==> src/rtl/fpu_ctrl_pkg.sv <==
// Shared types and constants for the bfloat16 FPU issue controller.
// Latency: n/a (package only).
// Backpressure: n/a (package only).
package fpu_ctrl_pkg;

  typedef enum logic [1:0] {
    ST_IDLE    = 2'd0,
    ST_ISSUE   = 2'd1,
    ST_CAPTURE = 2'd2,
    ST_RESP    = 2'd3
  } state_e;

  localparam int S_OP_W = 24;
  localparam int V_OP_W = 28;

  // Opcode indices (bit positions in the one-hot op buses)
  localparam logic [4:0] OP_FADD   = 5'd0;
  localparam logic [4:0] OP_FSUB   = 5'd1;
  localparam logic [4:0] OP_FMUL   = 5'd2;
  localparam logic [4:0] OP_FCLASS = 5'd21;
  localparam logic [4:0] V_OP_FMUL = 5'd12;

  localparam logic [4:0] S_OP_MAX = 5'd21;
  localparam logic [4:0] V_OP_MAX = 5'd27;

  // Vector indices 11, 15, 16, 17 have no FPU operation behind them
  localparam logic [V_OP_W-1:0] V_RSVD_MASK = 28'h003_8800;

  // Flag bit positions within {NV,DZ,OF,UF,NX}
  localparam int FLAG_NV = 4;
  localparam int FLAG_DZ = 3;
  localparam int FLAG_OF = 2;
  localparam int FLAG_UF = 1;
  localparam int FLAG_NX = 0;
  localparam logic [4:0] FLAGS_ILLEGAL = 5'b1_0000;

  // True when the opcode index maps onto a real FPU operation for that source
  function automatic logic op_is_legal(input logic is_vec, input logic [4:0] op);
    logic [31:0] rsvd;
    rsvd = {4'b0, V_RSVD_MASK};
    if (is_vec) return (op <= V_OP_MAX) && !rsvd[op];
    return op <= S_OP_MAX;
  endfunction

endpackage

==> src/rtl/fpu_rr_arb2.sv <==
// Two-way round-robin arbiter between the scalar and vector requesters.
// Latency: combinational grant; priority state updates on the advance edge.
// Backpressure: grant only names a winner; caller qualifies it and pulses advance on accept.
module fpu_rr_arb2 (
  input  logic clk,
  input  logic rst_l,
  input  logic s_vld,
  input  logic v_vld,
  input  logic advance,
  output logic gnt_s,
  output logic gnt_v
);
  import fpu_ctrl_pkg::*;

  // 1 = vector was granted last; resets to 1 so scalar wins the first tie
  logic last_grant_q, last_grant_d;
  logic pick_v;

  // Winner: the only requester, or on a tie the one not granted last
  always_comb begin
    pick_v = v_vld;
    if (s_vld && v_vld) pick_v = !last_grant_q;
    gnt_s        = s_vld && !pick_v;
    gnt_v        = v_vld && pick_v;
    last_grant_d = last_grant_q;
    if (advance) last_grant_d = gnt_v;
  end

  // Priority register
  always_ff @(posedge clk) begin
    if (!rst_l) last_grant_q <= 1'b1;
    else        last_grant_q <= last_grant_d;
  end

endmodule

==> src/rtl/fpu_issue_ctrl.sv <==
// Issue front-end for the single-cycle bf16 FPU; optional perf counters under FPU_CTRL_PERF_EN.
// Latency: legal op responds 3 cycles after accept, illegal op 1 cycle; one op in flight.
// Backpressure: req ready only in IDLE; response held stable until rsp_valid & rsp_ready.
module fpu_issue_ctrl #(
  parameter int DATA_W = 16,
  parameter int INT_W  = 32,
  parameter int TAG_W  = 4
`ifdef FPU_CTRL_PERF_EN
  , parameter int PERF_W = 16
`endif
) (
  input  logic              clk,
  input  logic              rst_l,
  input  logic              s_req_valid,
  output logic              s_req_ready,
  input  logic [4:0]        s_req_op,
  input  logic [1:0]        s_req_sign,
  input  logic [DATA_W-1:0] s_req_a,
  input  logic [DATA_W-1:0] s_req_b,
  input  logic [DATA_W-1:0] s_req_c,
  input  logic [INT_W-1:0]  s_req_int,
  input  logic [2:0]        s_req_frm,
  input  logic [TAG_W-1:0]  s_req_tag,
  input  logic              v_req_valid,
  output logic              v_req_ready,
  input  logic [4:0]        v_req_op,
  input  logic [1:0]        v_req_sign,
  input  logic [DATA_W-1:0] v_req_a,
  input  logic [DATA_W-1:0] v_req_b,
  input  logic [DATA_W-1:0] v_req_c,
  input  logic [INT_W-1:0]  v_req_int,
  input  logic [2:0]        v_req_frm,
  input  logic [TAG_W-1:0]  v_req_tag,
  output logic [DATA_W-1:0] fpu_operand_a,
  output logic [DATA_W-1:0] fpu_operand_b,
  output logic [DATA_W-1:0] fpu_operand_c,
  output logic [INT_W-1:0]  fpu_operand_int,
  output logic [2:0]        fpu_frm,
  output logic [23:0]       fpu_sfpu_op,
  output logic [27:0]       fpu_vfpu_op,
  input  logic [DATA_W-1:0] fpu_resultant,
  input  logic [INT_W-1:0]  fpu_result_rd,
  input  logic [4:0]        fpu_s_flags,
  output logic              rsp_valid,
  input  logic              rsp_ready,
  output logic              rsp_src,
  output logic [TAG_W-1:0]  rsp_tag,
  output logic [DATA_W-1:0] rsp_fp,
  output logic [INT_W-1:0]  rsp_rd,
  output logic [4:0]        rsp_flags,
  output logic [4:0]        fflags,
  input  logic              fflags_clr
`ifdef FPU_CTRL_PERF_EN
  , output logic [PERF_W-1:0] perf_s_cnt,
  output logic [PERF_W-1:0] perf_v_cnt
`endif
);
  import fpu_ctrl_pkg::*;

  state_e state_q, state_d;
  logic   gnt_s, gnt_v, accept, in_legal, rsp_hs;

  logic [4:0]        op_q, op_d, in_op;
  logic [1:0]        sign_q, sign_d, in_sign;
  logic [DATA_W-1:0] a_q, a_d, b_q, b_d, c_q, c_d;
  logic [INT_W-1:0]  int_q, int_d;
  logic [2:0]        frm_q, frm_d;
  logic [TAG_W-1:0]  tag_q, tag_d;
  logic              src_q, src_d;
  logic [DATA_W-1:0] rsp_fp_q, rsp_fp_d;
  logic [INT_W-1:0]  rsp_rd_q, rsp_rd_d;
  logic [4:0]        rsp_flags_q, rsp_flags_d;
  logic [4:0]        fflags_q, fflags_d;

  fpu_rr_arb2 u_arb (
    .clk     (clk),
    .rst_l   (rst_l),
    .s_vld   (s_req_valid),
    .v_vld   (v_req_valid),
    .advance (accept),
    .gnt_s   (gnt_s),
    .gnt_v   (gnt_v)
  );

  assign accept = s_req_ready || v_req_ready;
  assign rsp_hs = rsp_valid && rsp_ready;
  assign in_op   = gnt_v ? v_req_op   : s_req_op;
  assign in_sign = gnt_v ? v_req_sign : s_req_sign;
  assign in_legal = op_is_legal(gnt_v, in_op);

  // Next state: illegal ops skip the FPU and go straight to the response
  always_comb begin
    state_d = state_q;
    case (state_q)
      ST_IDLE:    if (accept) state_d = in_legal ? ST_ISSUE : ST_RESP;
      ST_ISSUE:   state_d = ST_CAPTURE;
      ST_CAPTURE: state_d = ST_RESP;
      ST_RESP:    if (rsp_ready) state_d = ST_IDLE;
      default:    state_d = ST_IDLE;
    endcase
  end

  // Outputs decoded from state: ready, one-hot op buses (ISSUE only), rsp_valid
  always_comb begin
    s_req_ready = (state_q == ST_IDLE) && gnt_s;
    v_req_ready = (state_q == ST_IDLE) && gnt_v;
    rsp_valid   = (state_q == ST_RESP);
    fpu_sfpu_op = '0;
    fpu_vfpu_op = '0;
    if (state_q == ST_ISSUE) begin
      if (src_q) begin
        fpu_vfpu_op        = 28'(1) << op_q;
        fpu_vfpu_op[27:26] = fpu_vfpu_op[27:26] | sign_q;
      end else begin
        fpu_sfpu_op        = 24'(1) << op_q;
        fpu_sfpu_op[23:22] = fpu_sfpu_op[23:22] | sign_q;
      end
    end
  end

  // Holding registers load from the granted source on accept
  always_comb begin
    op_d = op_q; sign_d = sign_q; a_d = a_q; b_d = b_q; c_d = c_q;
    int_d = int_q; frm_d = frm_q; tag_d = tag_q; src_d = src_q;
    if (accept) begin
      op_d   = in_op;
      sign_d = in_sign;
      src_d  = gnt_v;
      a_d    = gnt_v ? v_req_a   : s_req_a;
      b_d    = gnt_v ? v_req_b   : s_req_b;
      c_d    = gnt_v ? v_req_c   : s_req_c;
      int_d  = gnt_v ? v_req_int : s_req_int;
      frm_d  = gnt_v ? v_req_frm : s_req_frm;
      tag_d  = gnt_v ? v_req_tag : s_req_tag;
    end
  end

  // Response payload: illegal-op constants at accept, FPU results in CAPTURE
  always_comb begin
    rsp_fp_d    = rsp_fp_q;
    rsp_rd_d    = rsp_rd_q;
    rsp_flags_d = rsp_flags_q;
    if (accept && !in_legal) begin
      rsp_fp_d    = '0;
      rsp_rd_d    = '0;
      rsp_flags_d = FLAGS_ILLEGAL;
    end else if (state_q == ST_CAPTURE) begin
      rsp_fp_d    = fpu_resultant;
      rsp_rd_d    = fpu_result_rd;
      rsp_flags_d = fpu_s_flags;
    end
    // Flags handed over this cycle survive a simultaneous clear
    fflags_d = (fflags_clr ? 5'b0 : fflags_q) | (rsp_hs ? rsp_flags_q : 5'b0);
  end

  // State and datapath registers
  always_ff @(posedge clk) begin
    if (!rst_l) begin
      state_q <= ST_IDLE;
      op_q <= '0; sign_q <= '0; a_q <= '0; b_q <= '0; c_q <= '0;
      int_q <= '0; frm_q <= '0; tag_q <= '0; src_q <= 1'b0;
      rsp_fp_q <= '0; rsp_rd_q <= '0; rsp_flags_q <= '0; fflags_q <= '0;
    end else begin
      state_q <= state_d;
      op_q <= op_d; sign_q <= sign_d; a_q <= a_d; b_q <= b_d; c_q <= c_d;
      int_q <= int_d; frm_q <= frm_d; tag_q <= tag_d; src_q <= src_d;
      rsp_fp_q <= rsp_fp_d; rsp_rd_q <= rsp_rd_d; rsp_flags_q <= rsp_flags_d;
      fflags_q <= fflags_d;
    end
  end

  assign fpu_operand_a   = a_q;
  assign fpu_operand_b   = b_q;
  assign fpu_operand_c   = c_q;
  assign fpu_operand_int = int_q;
  assign fpu_frm         = frm_q;
  assign rsp_src         = src_q;
  assign rsp_tag         = tag_q;
  assign rsp_fp          = rsp_fp_q;
  assign rsp_rd          = rsp_rd_q;
  assign rsp_flags       = rsp_flags_q;
  assign fflags          = fflags_q;

`ifdef FPU_CTRL_PERF_EN
  logic [PERF_W-1:0] perf_s_q, perf_s_d, perf_v_q, perf_v_d;

  // Accepted-request counters per source, illegal ops included
  always_comb begin
    perf_s_d = perf_s_q + PERF_W'(s_req_ready);
    perf_v_d = perf_v_q + PERF_W'(v_req_ready);
  end

  // Perf counter registers
  always_ff @(posedge clk) begin
    if (!rst_l) begin
      perf_s_q <= '0;
      perf_v_q <= '0;
    end else begin
      perf_s_q <= perf_s_d;
      perf_v_q <= perf_v_d;
    end
  end

  assign perf_s_cnt = perf_s_q;
  assign perf_v_cnt = perf_v_q;
`endif

endmodule
==> config.mk <==
export PLATFORM = sky130hd
export DESIGN_NAME = fpu_issue_ctrl
export DESIGN_NICKNAME = d
export VERILOG_FILES = /design/src/rtl/fpu_ctrl_pkg.sv /design/src/rtl/fpu_rr_arb2.sv /design/src/rtl/fpu_issue_ctrl.sv
export SDC_FILE = /design/constraint.sdc
export NUM_CORES = 1
export LEC_CHECK = 0
export CAP_MARGIN = 30
export CORE_AREA = 2 2 172 174
export DETAILED_ROUTE_END_ITERATION = 6
export DIE_AREA = 0 0 174 176
export GPL_TIMING_DRIVEN = 0
export PLACE_DENSITY = 0.57
export SLEW_MARGIN = 5
export SYNTH_ARGS = -nofsm -noshare
export SYNTH_HDL_FRONTEND = slang
export SYNTH_SLANG_ARGS = --single-unit
==> constraint.sdc <==
create_clock -name clk -period 4.5 [get_ports clk]
set_input_delay 1.35 -clock clk [delete_from_list [all_inputs] [get_ports clk]]
set_output_delay 1.35 -clock clk [all_outputs]
set_load 0.02 [all_outputs]
==> flow_summary_export.csv <==
group,metric,value,unit
status,status,"complete, no violations",
power,p_leak,4.53,nW
synth,synthAdderAreaFrac,0.911,%
critical_path,cp-start-kind,"input port",
synth,yosysWarnings,0,
clock_network,clk_pin_slew,70,ps
sta,rsz0062_at_grt,"no",
place,place_area,11800,um^2
detailed_routing,dr.first_iter.drc_count,252,
critical_path,critPathArrivalTime,3000,ps
clock_network,cts_tree,"built",
grt,grt_pass1_vias,7261,
grt,grt_use_total,18.1,%
cells_and_area,num_antenna_cells,0,
min_path,hold_class,"reg2reg",
detailed_routing,wl_per_cell,17.5,um
synth,synth_top_cell_by_area,"dfxtp_1",
synth,netlist_instances,739,
detailed_routing,drcViolationCount,0,
critical_path,critPathMaxFanout,10,
synth,synth_area,6870,um^2
power,ir_drop,0.000212,V
grt,grt_pass1_wl,42700,um
floorplanning,rows,62,
synth,avgSynthCellArea,9.30,um^2
clock_network,clock_path_buffers,2,
cells_and_area,syn2layout_area_growth,81.5,%
grt,grt_overflow,0,
power,p_per_area,537,nW/um^2
grt,grt_max_degree,19,
floorplanning,dieArea,30600,um^2
synth,synth_top_family_by_area,"multiplexers",
place,dp_hpwl,22700,um
critical_path,ff2ff_path_depth,8,
place,numPortBuffers,447,
cells_and_area,n_fill_cell,2889,
clock_network,cts.htree.levels,4,
detailed_routing,wirelength,28200,um
floorplanning,core_area,28500,um^2
sta,finalHoldWorstSlack,487,ps
clock_network,clk_latency,420,ps
sta,min_period_over_period,96.7,%
sta,finClkSkew,9.72,ps
power,power,6.70,mW
floorplanning,die_h,176,um
detailed_routing,vias,7092,
critical_path,crit_type,"in2out",
synth,synth_mux_area_share,21.6,%
synth,synth-simple-area-share,15.0,%
min_path,hold_depth,2,
sta,worst_slack,147,ps
place,gp_congestion,0.878,
synth,synth-compound-area-share,12.6,%
floorplanning,io_pins,448,
cells_and_area,final_cell_area,12500,um^2
clock_network,cts_sinks,156,
critical_path,critPathRequiredTime,3150,ps
sta,hold_viol,0,
synth,synth.area.top_cells,"dfxtp_1 45%, mux2i_1 22%, nor2_1 11%",
sta,worstMarginPinSlew,778,ps
synth,synth_xor_area_share,0,%
sta,fmax,0.230,GHz
clock_network,cts_hold_buf,0,
synth,synth_nets,991,
synth,seq_area_frac_synth,45.5,%
sta,fin_crit,4350,ps
clock_network,numCtsBuffers,17,
place,preCtsSetupSlack,-621,ps
synth,synth.distinct_cells,34,
detailed_routing,via_per_inst,4.42,
floorplanning,dieWidth,174,um
cells_and_area,drive_gt1_share,4.75,%
cells_and_area,fin_nets,1460,
floorplanning,start_util,24.1,%
grt,antenna_found_initial,0,
sta,setup_viol,0,
detailed_routing,drtAntennaViolNets,0,
sta,max_slew_margin,48.1,%
clock_network,cts-root-buf,"clkbuf_16",
synth,ys_ff_latch,156,
detailed_routing,drt_pass1_iterations,4,
run,max_cap_viol_count,0,
critical_path,worst_setup_path_end_kind,"output port",
synth,netlist.area_leader.share,45.5,%
sta,finalMaxSlewViolations,0,
==> report_power, final <==
group	total (mW)	switching [mW]	internal (mW)
sequential	2.00	0.220	1.78
clock	1.48	0.710	0.768
combinational	3.22	1.80	1.42
total	6.70	2.73	3.98
==> critical path, cell delays in order <==
cell and delay, ps:
clkdlybuf4s50_1 520, a21boi_0 190, buf_4 170, buf_8 170
buf_6 200, nor2_1 60, dlygate4sd2_1 340
==> routing by layer <==
layer	global-route usage, %	part of all wire, %	routed length [um]
met2	33.2	51	14200
met4	5.22	1.6	461
met5	0	0	0
met1	19.8	40	11200
met3	6.01	8.0	2260
==> cell families (layout without fill, tap and decap cells) <==
family	after synthesis	count (layout)
simple gates	250	250
flops	156	156
mux	148	148
compound gates	114	114
buf+inv	66	548
fa+ha+maj	5	5
==> area by class of cell <==
type	count	area [um^2]	area share, %
buffer	61	308	2.47
clock buffer	18	439	3.52
clock inverter	14	171	1.37
inverter	5	18.8	0.150
multi-input combinational	517	3440	27.6
sequential	156	3120	25.0
tap	384	480	3.85
timing repair buffer	450	4490	36.0
==> cell usage after synthesis <==
cell	count
nand4b_1	1
a211oi_1	95
nand3b_1	1
nand3_1	9
buf_6	5
nand4_1	2
o21ai_0	2
nor2_1	203
buf_2	8
a21boi_0	1
o22ai_1	2
a21o_1	1
buf_4	4
inv_1	5
buf_1	5
nand2_1	9
or2_2	4
mux2i_1	148
o211ai_1	1
ha_1	5
or4b_1	1
o31ai_4	1
and2_1	1
o31ai_1	1
and4_4	1
nor2b_1	6
or3_1	4
clkbuf_1	39
nand2b_1	4
a21oi_1	3
a41oi_1	2
nor3_1	4
a32oi_1	5
dfxtp_1	156
==> state kept, by name, summed over array words and instances (netlist names), 4 cells and up <==
name             flops
fpu_operand_b       16
rsp_rd              32
op_q                 5
rsp_tag              4
rsp_fp              16
fpu_operand_c       16
fpu_operand_a       16
fflags               5
rsp_flags            5
fpu_operand_int     32
==> layout by cell type (no fill, tap or decap), drive strengths merged, types with 3 or more instances in the layout <==
| cell type | count |
|---|---|
| ha | 5 |
| clkdlybuf4s50 | 445 |
| clkbuf | 57 |
| nor2b | 6 |
| mux2i | 148 |
| a21oi | 3 |
| a32oi | 5 |
| nand3 | 9 |
| nand2 | 9 |
| inv | 11 |
| buf | 25 |
| dfxtp | 156 |
| clkinv | 7 |
| nand2b | 4 |
| or3 | 4 |
| nor2 | 203 |
| nor3 | 4 |
| or2 | 4 |
| a211oi | 95 |
==> path summary, 6_finish.rpt <==
path / start / endpoint / slack (ps)
max: v_req_valid / s_req_ready / 150
min: fflags[0]$_SDFF_PN0_ / fflags[0]$_SDFF_PN0_ / 490
max reg2reg: state_q[0]$_SDFFE_PN0P_ / rsp_tag[0]$_SDFFE_PN0P_ / 1970
min reg2reg: fflags[0]$_SDFF_PN0_ / fflags[0]$_SDFF_PN0_ / 490
==> repair_timing <==
item                                   CTS  global route
endpoints found under the hold margin    0             0
gates resized for setup                  7             0
cloned                                   0             0
setup buffers                            0             3
pin swaps                                0             0
setup endpoints to repair                2             2
==> through the flow <==
step                      util [%]  instances  TNS (ps)
after global routing          43.7       1605         0
final                         43.7       1605         0
after floorplan                  -        739         0
after detailed placement      41.4       1570     -1190
after CTS                     43.6       1602         0
after global placement        41.4       1570     -1160
Note: power is estimated with default switching activity, not from simulation.
